## src/rtl/ulpi_pkg.sv

```systemverilog
// Shared definitions for the ULPI link: TX state encoding and bus constants.
package ulpi_pkg;

  typedef enum logic [1:0] {
    IDLE = 2'd0,
    CMD  = 2'd1,
    STP  = 2'd2
  } tx_state_e;

  // Byte driven on the bus whenever the link has nothing to say.
  localparam logic [7:0] ULPI_NOOP = 8'h00;

  // Upper two bits of a TX CMD byte select the command class.
  localparam logic [1:0] TXCMD_TRANSMIT  = 2'b01;
  localparam logic [1:0] TXCMD_REG_WRITE = 2'b10;
  localparam logic [1:0] TXCMD_REG_READ  = 2'b11;

endpackage

```

## src/rtl/ulpi_link_if.sv

```systemverilog
// ULPI bus signals shared between the link (master) and the PHY (slave).
interface ulpi_link_if;
  logic [7:0] ulpi_data_in;
  logic [7:0] ulpi_data_out;
  logic       ulpi_data_oe;
  logic       ulpi_dir;
  logic       ulpi_nxt;
  logic       ulpi_stp;

  modport master (
    input  ulpi_data_in,
    input  ulpi_dir,
    input  ulpi_nxt,
    output ulpi_data_out,
    output ulpi_data_oe,
    output ulpi_stp
  );

  modport slave (
    output ulpi_data_in,
    output ulpi_dir,
    output ulpi_nxt,
    input  ulpi_data_out,
    input  ulpi_data_oe,
    input  ulpi_stp
  );
endinterface

```

## src/rtl/ulpi_rx_decode.sv

```systemverilog
// Receive side: tracks bus ownership and splits PHY bytes into USB data and RX CMD.
module ulpi_rx_decode
  import ulpi_pkg::*;
(
  input  logic       clk,
  input  logic       reset,
  input  logic       ulpi_dir,
  input  logic       ulpi_nxt,
  input  logic [7:0] ulpi_data_in,
  output logic       dir_q,
  output logic [7:0] data,
  output logic       data_valid,
  output logic [7:0] rx_cmd
);

  logic phy_owns;

  // Bytes are only meaningful once the PHY has held dir for a full cycle;
  // the first cycle after a dir change is turnaround.
  assign phy_owns = ulpi_dir && dir_q;

  // Register dir and capture either a data byte (nxt=1) or an RX CMD (nxt=0).
  always_ff @(posedge clk) begin
    if (!reset) begin
      dir_q      <= 1'b0;
      data       <= ULPI_NOOP;
      data_valid <= 1'b0;
      rx_cmd     <= ULPI_NOOP;
    end else begin
      dir_q      <= ulpi_dir;
      data_valid <= phy_owns && ulpi_nxt;
      if (phy_owns && ulpi_nxt) begin
        data <= ulpi_data_in;
      end
      if (phy_owns && !ulpi_nxt) begin
        rx_cmd <= ulpi_data_in;
      end
    end
  end

endmodule

```

## src/rtl/ulpi_link.sv

```systemverilog
// ULPI link top: RX decode plus a small TX CMD state machine.
module ulpi_link
  import ulpi_pkg::*;
(
  input  logic          clk,
  input  logic          reset,
  ulpi_link_if.master   bus,
  output logic [7:0]    data,
  output logic          data_valid,
  output logic [7:0]    rx_cmd,
  input  logic [7:0]    cmd,
  input  logic          cmd_strobe,
  output logic          cmd_busy
);

  tx_state_e  state, state_nxt;
  logic [7:0] cmd_reg, cmd_reg_nxt;
  logic       dir_q;
  logic       bus_free;
  logic [7:0] data_out_c;
  logic       oe_c;
  logic       stp_c;

  ulpi_rx_decode u_rx (
    .clk          (clk),
    .reset        (reset),
    .ulpi_dir     (bus.ulpi_dir),
    .ulpi_nxt     (bus.ulpi_nxt),
    .ulpi_data_in (bus.ulpi_data_in),
    .dir_q        (dir_q),
    .data         (data),
    .data_valid   (data_valid),
    .rx_cmd       (rx_cmd)
  );

  // The link may drive only when the PHY has released the bus for a full cycle.
  assign bus_free = !bus.ulpi_dir && !dir_q;

  // State and latched command; reset drops any command without a stop strobe.
  always_ff @(posedge clk) begin
    if (!reset) begin
      state   <= IDLE;
      cmd_reg <= ULPI_NOOP;
    end else begin
      state   <= state_nxt;
      cmd_reg <= cmd_reg_nxt;
    end
  end

  // Next state and bus outputs; a dir rise mid-command just pauses driving.
  always_comb begin
    state_nxt   = state;
    cmd_reg_nxt = cmd_reg;
    data_out_c  = ULPI_NOOP;
    oe_c        = 1'b0;
    stp_c       = 1'b0;
    case (state)
      IDLE: begin
        if (cmd_strobe) begin
          cmd_reg_nxt = cmd;
          state_nxt   = CMD;
        end
      end
      CMD: begin
        if (bus_free) begin
          data_out_c = cmd_reg;
          oe_c       = 1'b1;
        end
        if (bus.ulpi_nxt && !bus.ulpi_dir) begin
          state_nxt = STP;
        end
      end
      STP: begin
        stp_c     = 1'b1;
        oe_c      = bus_free;
        state_nxt = IDLE;
      end
      default: state_nxt = IDLE;
    endcase
  end

  assign bus.ulpi_data_out = data_out_c;
  assign bus.ulpi_data_oe  = oe_c;
  assign bus.ulpi_stp      = stp_c;
  assign cmd_busy          = (state != IDLE);

endmodule

```

## src/flat_wrapper.sv

```systemverilog
// flat-port wrapper written by rule: the top's interface ports become plain ports
module ulpi_link_flat import ulpi_pkg::*;
  (clk, reset, data, data_valid, rx_cmd, cmd, cmd_strobe, cmd_busy, bus_ulpi_data_in, bus_ulpi_dir, bus_ulpi_nxt, bus_ulpi_data_out, bus_ulpi_data_oe, bus_ulpi_stp);
  ulpi_link_if bus_i ();
  input  logic clk;
  input  logic reset;
  output logic [7:0] data;
  output logic data_valid;
  output logic [7:0] rx_cmd;
  input  logic [7:0] cmd;
  input  logic cmd_strobe;
  output logic cmd_busy;
  input wire logic [$bits(bus_i.ulpi_data_in)-1:0] bus_ulpi_data_in;
  input wire logic [$bits(bus_i.ulpi_dir)-1:0] bus_ulpi_dir;
  input wire logic [$bits(bus_i.ulpi_nxt)-1:0] bus_ulpi_nxt;
  output wire logic [$bits(bus_i.ulpi_data_out)-1:0] bus_ulpi_data_out;
  output wire logic [$bits(bus_i.ulpi_data_oe)-1:0] bus_ulpi_data_oe;
  output wire logic [$bits(bus_i.ulpi_stp)-1:0] bus_ulpi_stp;
  assign bus_i.ulpi_data_in = bus_ulpi_data_in;
  assign bus_i.ulpi_dir = bus_ulpi_dir;
  assign bus_i.ulpi_nxt = bus_ulpi_nxt;
  assign bus_ulpi_data_out = bus_i.ulpi_data_out;
  assign bus_ulpi_data_oe = bus_i.ulpi_data_oe;
  assign bus_ulpi_stp = bus_i.ulpi_stp;
  ulpi_link u_core (.clk(clk), .reset(reset), .bus(bus_i), .data(data), .data_valid(data_valid), .rx_cmd(rx_cmd), .cmd(cmd), .cmd_strobe(cmd_strobe), .cmd_busy(cmd_busy));
endmodule
```

## config.mk

```make
export PLATFORM = sky130hd
export DESIGN_NAME = ulpi_link_flat
export DESIGN_NICKNAME = d
export VERILOG_FILES = /design/src/rtl/ulpi_pkg.sv /design/src/rtl/ulpi_link_if.sv /design/src/rtl/ulpi_rx_decode.sv /design/src/rtl/ulpi_link.sv /design/src/flat_wrapper.sv
export SDC_FILE = /design/constraint.sdc
export NUM_CORES = 1
export LEC_CHECK = 0
export ABC_AREA = 1
export BUFFER_PORTS_ARGS = -buffer_cell sky130_fd_sc_hd__buf_2
export CAP_MARGIN = 10
export CORE_MARGIN = 2
export CORE_UTILIZATION = 45
export DETAILED_ROUTE_END_ITERATION = 7
export PLACE_DENSITY = 0.77
export SYNTH_ARGS = -nofsm -noshare
export SYNTH_HDL_FRONTEND = slang
export SYNTH_SLANG_ARGS = --single-unit
```

## constraint.sdc

```tcl
create_clock -name clk -period 1.76 [get_ports clk]
set_input_delay 0.352 -clock clk [delete_from_list [all_inputs] [get_ports clk]]
set_output_delay 0.352 -clock clk [all_outputs]
set_load 0.01 [all_outputs]
```

==> results.sh <==
export IMPL_grt_busiest_layer="met2"
export IMPL_worst_ep_arrival_time_ps=1340
export IMPL_synth_top_area_share_pct=50.3
export IMPL_start_util_pct=46.2
export IMPL_antenna_left=0
export IMPL_grt_max_degree=29
export IMPL_drc=0
export IMPL_grt_pass1_vias=908
export IMPL_core_area_um2=2410
export IMPL_critical_path_class="flop to primary output"
export IMPL_drt_iter0_drc=18
export IMPL_rr_worst_depth=5
export IMPL_antenna_found_initial=0
export IMPL_globalplace_congestion=0.660
export IMPL_fin_crit_ps=1690
export IMPL_synth_cells=147
export IMPL_p_leak_nw=0.766
export IMPL_r2r_start="u_core.state[0]"
export IMPL_fin_setup_tns_ps=0
export IMPL_diodes=0
export IMPL_grt_usage_pct=18.1
export IMPL_hpwlAfterDp_mm=1.80
export IMPL_power_density_nw_per_um2=1100
export IMPL_min_delay_path_depth=3
export IMPL_wl_mm=2.48
export IMPL_synthAdderAreaFrac_pct=4.49
export IMPL_fin_cells=225
export IMPL_syn_area_um2=1110
export IMPL_place_inst=221
export IMPL_nets=221
export IMPL_ys_ff_latch=28
export IMPL_final_cell_mix="buf_2, nor2_1, dfxtp_1, o21ai_0, inv_1"
export IMPL_crit_fanout=3
export IMPL_avgSynthCellArea_um2=7.58
export IMPL_status="complete, no violations"
export IMPL_relSlewSlack_pct=72.7
export IMPL_hold_buffers=0
export IMPL_die_h_um=53.7
export IMPL_grtUsageMet1_pct=21.4
export IMPL_htree_levels=1
export IMPL_placed_area_um2=1370
export IMPL_rows=18
export IMPL_drv_slew=0
export IMPL_ir_drop_mv=0.801
export IMPL_start_kind="flop"
export IMPL_synth_area_leader_cell="dfxtp_1"
export IMPL_cts_sinks=28
export IMPL_fin_area_um2=1450
export IMPL_required_ps=1410
export IMPL_vias=1054
export IMPL_overflow=0
export IMPL_synth_xor_area_share_pct=0
export IMPL_end_kind="primary output"
export IMPL_post_cts_setup_buffer_count=0
export IMPL_min_to="u_core.u_rx.data[0]"
export IMPL_tightest_slew_ps=409
export IMPL_io_buffers=48
export IMPL_setup_violations=0
export IMPL_finalHoldWorstSlack_ps=256
export IMPL_tritoncts="built"
export IMPL_clock_skew_ps=5.43
export IMPL_syn_num_nets=172
export IMPL_cts_root_buf="clkbuf_4"
export IMPL_rsz0062_at_grt="false"
export IMPL_synth_compound_area_share_pct=15.7
export IMPL_period_share_pct=96.1
export IMPL_vias_per_cell=4.68
export IMPL_hold_start="bus_ulpi_data_in[0]"
export IMPL_die_width_um=53.7
export IMPL_grt_use_met3_pct=4.44
export IMPL_grt_pass1_wl_mm=3.84
export IMPL_final_common_cell="buf_2"
export IMPL_max_freq_mhz=591
export IMPL_cts_buffers=3
export IMPL_dieArea_um2=2890
export IMPL_synth_top_family_by_area="simple AND/OR/NAND/NOR gates"
export IMPL_yosys_top_cells_area="dfxtp_1, nor2_1, o21ai_0"
export IMPL_cap_violations=0
export IMPL_r2r_end="u_core.cmd_reg[2]"
export IMPL_synth_simple_area_share_pct=20.9
export IMPL_drive_above_1_share_pct=32.8
export IMPL_yosysWarnings=0
export IMPL_clockBufferDepth=2
export IMPL_ys_types=14
export IMPL_ios=49
export IMPL_synth_mux_area_share_pct=0
export IMPL_yosysSeqAreaShare_pct=50.3
export IMPL_syn2layout_area_growth_pct=30.1
export IMPL_hold_violations=0
export IMPL_clk_pin_slew_worst_paths_ps=150
export IMPL_clk_latency_ps=320
export IMPL_hold_path_class="input pin to flop"
export IMPL_rrSetupSlack_ps=410
export IMPL_grtUsageMet2_pct=31.5
export IMPL_dr_pass1_iters=4
export IMPL_avgRoutedWirePerCell_um=11.0
==> cells in the mapped netlist <==
master and n:
a21oi_1 10, buf_2 3, clkbuf_2 1, dfxtp_1 28
ha_1 4, inv_1 18, inv_2 2, nand2_1 7
nand2_2 1, nand3_1 1, nor2_1 44, nor2_4 2
nor3b_1 1, o21ai_0 25
==> routing by layer <==
layer	share of wire [%]	wire, µm	up-vias
li1	-	-	558
met1	46	1140	455
met2	45	1130	37
met3	7.2	179	4
met4	1.2	29	0
met5	0	0	-
==> how the worst max path moves through the flow <==
stage | endpoint | cells past startpoint | slack, ps | start
6_report | bus_ulpi_data_oe | 4 | 70 | u_core.state[0]
5_1_grt | bus_ulpi_data_oe | 4 | 5 | u_core.state[0]
4_1_cts | bus_ulpi_data_oe | 4 | 0.3 | u_core.state[1]
3_5_place_dp | bus_ulpi_data_out[2] | 5 | 330 | u_core.state[1]
3_3_place_gp | bus_ulpi_data_out[3] | 5 | 380 | u_core.state[1]
2_1_floorplan | bus_ulpi_data_oe | 3 | 440 | u_core.state[0]
==> cells by family after synthesis <==
group,after synthesis
and+or+nand+nor,56
buffers and inverters,24
DFF,28
adders and majority gates,4
AOI/OAI and AO/OA,35
==> layout make-up <==
class | count | area, µm²
Fill cell | 229 | 961
Sequential cell | 28 | 566
Multi-Input combinational cell | 95 | 478
Timing Repair Buffer | 48 | 240
Inverter | 20 | 75.1
Tap cell | 30 | 37.5
Clock inverter | 1 | 30.0
Clock buffer | 3 | 22.5
==> report_power, final <==
group	switching, mW	internal (mW)
Sequential	0.0423	0.721
Clock	0.184	0.230
Combinational	0.254	0.167
Total	0.480	1.12
==> per-stage QoR <==
step | setup slack [ps] | util [%] | power, mW
floorplan | 436 | - | 1.03
global placement | 382 | 56.9 | 1.13
detailed placement | 335 | 56.9 | 1.16
CTS | 0.314 | 59.2 | 1.58
global route | 5.04 | 60.1 | 1.69
finish | 69.2 | 60.1 | 1.60
==> repair_timing <==
item	in CTS	in global routing
cloned	0	0
gates resized for setup	2	7
setup endpoints to repair	9	9
==> critical path, cell delays in order, from the launching register on <==
cell and delay, ps:
dfxtp_4 400, inv_2 50, ha_1 280, nor3b_2 150, buf_2 140
(Power assumes the default switching activity.)
